**src/rtl/aes_add_round_key.sv**
```systemverilog
// AES-128 AddRoundKey stage: XORs the incoming state with the current round key
// and advances an on-the-fly key schedule by one step per accepted block.
module aes_add_round_key #(
   parameter int unsigned NR = 10
) (
   input  logic         clk,
   input  logic         rst,
   input  logic         key_load,
   input  logic [127:0] key_in,
   input  logic         enable,
   input  logic [127:0] state_in,
   output logic [127:0] state_out,
   output logic         done,
   output logic [3:0]   round_idx,
   output logic         last,
   output logic         err
);

   localparam int unsigned RND_W  = 4;
   localparam int unsigned WORD_W = 32;
   localparam logic [RND_W-1:0] NR_IDX = RND_W'(NR);

   if (NR < 1 || NR > 10) begin : g_bad_nr
      $error("aes_add_round_key: NR must be in 1..10");
   end

   // Multiply by x in GF(2^8) modulo x^8+x^4+x^3+x+1.
   function automatic logic [7:0] xtime(input logic [7:0] a);
      return {a[6:0], 1'b0} ^ (a[7] ? 8'h1b : 8'h00);
   endfunction

   function automatic logic [7:0] gf_mul(input logic [7:0] a, input logic [7:0] b);
      logic [7:0] p;
      logic [7:0] aa;
      p  = 8'h00;
      aa = a;
      for (int i = 0; i < 8; i++) begin
         if (b[i]) p = p ^ aa;
         aa = xtime(aa);
      end
      return p;
   endfunction

   // a^254 == a^-1 for nonzero a, and maps 0 to 0 without a special case.
   function automatic logic [7:0] gf_inv(input logic [7:0] a);
      logic [7:0] sq;
      logic [7:0] r;
      sq = a;
      r  = 8'h01;
      for (int i = 1; i < 8; i++) begin
         sq = gf_mul(sq, sq);
         r  = gf_mul(r, sq);
      end
      return r;
   endfunction

   function automatic logic [7:0] rotl8(input logic [7:0] b, input int unsigned n);
      logic [15:0] d;
      d = {b, b} << n;
      return d[15:8];
   endfunction

   function automatic logic [7:0] sbox(input logic [7:0] a);
      logic [7:0] b;
      b = gf_inv(a);
      return b ^ rotl8(b, 1) ^ rotl8(b, 2) ^ rotl8(b, 3) ^ rotl8(b, 4) ^ 8'h63;
   endfunction

   function automatic logic [WORD_W-1:0] sub_word(input logic [WORD_W-1:0] w);
      return {sbox(w[31:24]), sbox(w[23:16]), sbox(w[15:8]), sbox(w[7:0])};
   endfunction

   logic [127:0]      rk;
   logic [RND_W-1:0]  rnd;
   logic [7:0]        rcon;
   logic              key_valid;

   logic [WORD_W-1:0] w0, w1, w2, w3;
   logic [WORD_W-1:0] t, n0, n1, n2, n3;
   logic [127:0]      rk_next;
   logic              accept;

   // One key-expansion step from the current round key.
   assign w0 = rk[127:96];
   assign w1 = rk[95:64];
   assign w2 = rk[63:32];
   assign w3 = rk[31:0];
   assign t  = sub_word({w3[23:0], w3[31:24]}) ^ {rcon, 24'h000000};
   assign n0 = w0 ^ t;
   assign n1 = w1 ^ n0;
   assign n2 = w2 ^ n1;
   assign n3 = w3 ^ n2;
   assign rk_next = {n0, n1, n2, n3};

   assign accept = key_valid && (rnd <= NR_IDX);

   always_ff @(posedge clk) begin
      if (rst) begin
         state_out <= '0;
         done      <= 1'b0;
         round_idx <= '0;
         last      <= 1'b0;
         err       <= 1'b0;
         rk        <= '0;
         rnd       <= '0;
         rcon      <= 8'h01;
         key_valid <= 1'b0;
      end else begin
         done <= 1'b0;
         err  <= 1'b0;
         last <= 1'b0;
         if (key_load) begin
            rk        <= key_in;
            rnd       <= '0;
            rcon      <= 8'h01;
            key_valid <= 1'b1;
         end else if (enable) begin
            if (accept) begin
               state_out <= state_in ^ rk;
               done      <= 1'b1;
               round_idx <= rnd;
               last      <= (rnd == NR_IDX);
               rk        <= rk_next;
               rnd       <= rnd + RND_W'(1);
               rcon      <= xtime(rcon);
            end else begin
               err <= 1'b1;
            end
         end
      end
   end

endmodule

```
**config.mk**
```make
export PLATFORM = sky130hd
export DESIGN_NAME = aes_add_round_key
export DESIGN_NICKNAME = d
export VERILOG_FILES = /design/src/rtl/aes_add_round_key.sv
export SDC_FILE = /design/constraint.sdc
export NUM_CORES = 2
export LEC_CHECK = 0
export CORE_ASPECT_RATIO = 1.25
export CORE_MARGIN = 1
export CORE_UTILIZATION = 60
export CTS_CLUSTER_DIAMETER = 200
export CTS_CLUSTER_SIZE = 24
export DETAILED_ROUTE_END_ITERATION = 6
export PLACE_DENSITY = 0.8
export SLEW_MARGIN = 20
export SYNTH_ARGS = -nofsm -noshare
export SYNTH_HDL_FRONTEND = slang
export SYNTH_SLANG_ARGS = --single-unit
```
**constraint.sdc**
```tcl
create_clock -name clk -period 19.6 [get_ports clk]
set_input_delay 5.88 -clock clk [delete_from_list [all_inputs] [get_ports clk]]
set_output_delay 5.88 -clock clk [all_outputs]
set_load 0.005 [all_outputs]
```
==> metrics.yaml <==
vias_per_cell: 6.21
critPathMostFrequentCell: "xnor3_1"
synth-edff-count: 0
synth-simple-area-share_pct: 18.8
whs_ns: 0.481
path_clk_slew_ns: 0.11
critPathArrivalTime_ns: 19.03
cp_data_required_time_ns: 20.06
overflow: 0
synth_top_area_share_pct: 22.7
yosysUniqueCellTypes: 129
relSlewSlack_pct: 23.1
antenna_found_initial: 16
synth_most_common_cell: "xnor2_1"
drv_slew: 0
fp.dieH_um: 384
fin_nets: 9586
clock_skew_ns: 0.0274
path_delay_family: "XOR/XNOR gates"
fin_crit_ns: 18.57
grt_max_degree: 119
clockBufferDepth: 3
drt_wl_total_mm: 233
synth_fp_nets: 9465
fillers: 9997
synth_top_area_cell: "xnor2_1"
ys_ff_latch: 276
syn2layout_area_growth_pct: 8.79
hold_buffers: 0
core-area_mm2: 0.115
fin_crit_sh_pct: 94.7
vias: 67500
min_path_type: "reg2reg"
start_util_pct: 60.8
setup-violations-final: 0
crit_type: "reg2reg"
drive_above_1_share_pct: 8.27
clk_latency_ns: 0.62
synthAdderAreaFrac_pct: 0.446
hold_viol: 0
cts_made_buffers: 16
root_buffer: "clkbuf_16"
hpwl_mm: 175
slowest_delay_ns: 0.65
gp_congestion: 0.966
synth_flop_cell: "dfxtp_1"
dpl.cell_count: 10800
grtUsageTotal_pct: 37.9
syn_area_per_cell_um2: 7.63
htreeDepth: 1
synth_area_leaders: "xnor2_1, xnor3_1, nor2_1"
die_x_um: 308
synth_xor_area_share_pct: 46.4
async_reset_ff_share_pct: 0
ys_top_cells_by_count: "xnor2_1, nor2_1, nand2_1"
max_freq_mhz: 53.9
dr.first_iter.drc_count: 7051
violations: "DRC"
pre_cts_slack_ns: 0.895
muxShareOfSynthArea_pct: 4.03
critical_path.slowest_cell: "xor3_1"
io_buffers: 394
synth_compound_area_share_pct: 17.2
cts_sinks: 276
status: "complete, but fails checks"
synth_top_family_by_area: "XOR/XNOR gates"
critPathLaunchType: "flip-flop"
grt_pass1_vias: 63800
stdcell_count: 10900
wl_per_cell_um: 21.4
ys.warnings.count: 0
crit_path_max_fanout: 19
tightest_slew_ns: 1.15
design.die.area_mm2: 0.118
io_pins: 395
synthCells: 9184
rsz0062_at_grt: "false"
rows: 139
netlist_area_mm2: 0.0701
drt_first_pass_iters: 7
drcViolationCount: 2
end_kind: "flip-flop"
grt_pass1_wl_mm: 361
tns_ns: 0
setup_ws_ns: 1.03
ant_nets: 0
ys_seq_area_share_pct: 7.88
max_cap_viol_count: 0
cts_tree: "done"
crit_buf_inv: 4
-- path summary, 6_finish.rpt --
path | start | endpoint | slack [ns] | cells past startpoint
hold reg to reg | round_idx[2] | round_idx[2] | 0.48 | 2
hold / removal | round_idx[2] | round_idx[2] | 0.48 | 2
setup reg to reg | rk[15] | rk[16] | 1.03 | 54
setup / recovery | rk[15] | rk[16] | 1.03 | 54
-- cells in the final DEF (no fill, tap or decap), types with 47 or more instances in the layout --
master           count
mux2_2              50
buf_4              351
xor2_1             480
and2_1              51
a211oi_1           199
nor2b_1             61
a31oi_1             57
dfxtp_1            276
xnor3_1            335
nor3_1             163
nand2b_1            53
nand2_1            860
o21ai_0            387
a22oi_1             47
nor2_1            1491
a21oi_1            600
xnor2_2            145
mux2i_1            213
nand3_1            192
o211ai_1            67
inv_1               72
clkdlybuf4s50_1    392
xnor2_1           1776
o22ai_1            109
-- final cells by class --
cell class              count  area, um2  share of cell area (%)
repair buffers            745       6590                    8.64
inverters                  91        343                   0.450
well taps                1551       1940                    2.55
clock inverters             3       41.3                  0.0542
clock buffers              17        425                   0.558
diodes                      5       12.5                  0.0164
multi-input cells        8175      61400                    80.5
flip-flops and latches    276       5530                    7.25
-- logic make-up after synthesis --
logic type | after synthesis
compound gates | 1900
buf+inv | 733
mux | 270
fa+ha+maj | 26
simple gates | 3094
flops | 276
xor+xnor | 2885
-- state kept, by name, indices dropped and copies added, names as in the netlist --
name / count
rk: 128
state_out: 128
rcon: 8
rnd: 4
round_idx: 4
done: 1
err: 1
key_valid: 1
last: 1
-- stage by stage --
stage                     instance area [um2]  util [%]
after floorplan                         70100         -
after global routing                    76200      66.1
final                                   76200      66.1
after detailed placement                75700      65.7
after CTS                               76200      66.1
after global placement                  75700      65.7
-- tightest hold or removal path, delay by kind of cell (launching register included) --
kind	cells	cell delay (ns)
and+or+nand+nor	1	0.06
AOI/OAI and AO/OA	1	0.05
DFF	1	0.33
-- per-layer routing --
metal	part of all wire [%]	global-route usage, %	routed length (um)	up-vias
li1	-	-	-	31500
met1	38	45.0	87700	31800
met2	46	63.4	108000	3337
met3	8.9	6.77	20600	816
met4	7.0	23.6	16300	22
met5	0.064	0	148	-
-- repair_timing --
action / in CTS / in global routing
setup endpoints to repair: 0 / 33
setup buffers: 0 / 0
resized for setup: 0 / 7
Power is left out: the tool's default activity adds up to more than one toggle a clock period on the data nets, which glitch-free logic cannot reach.
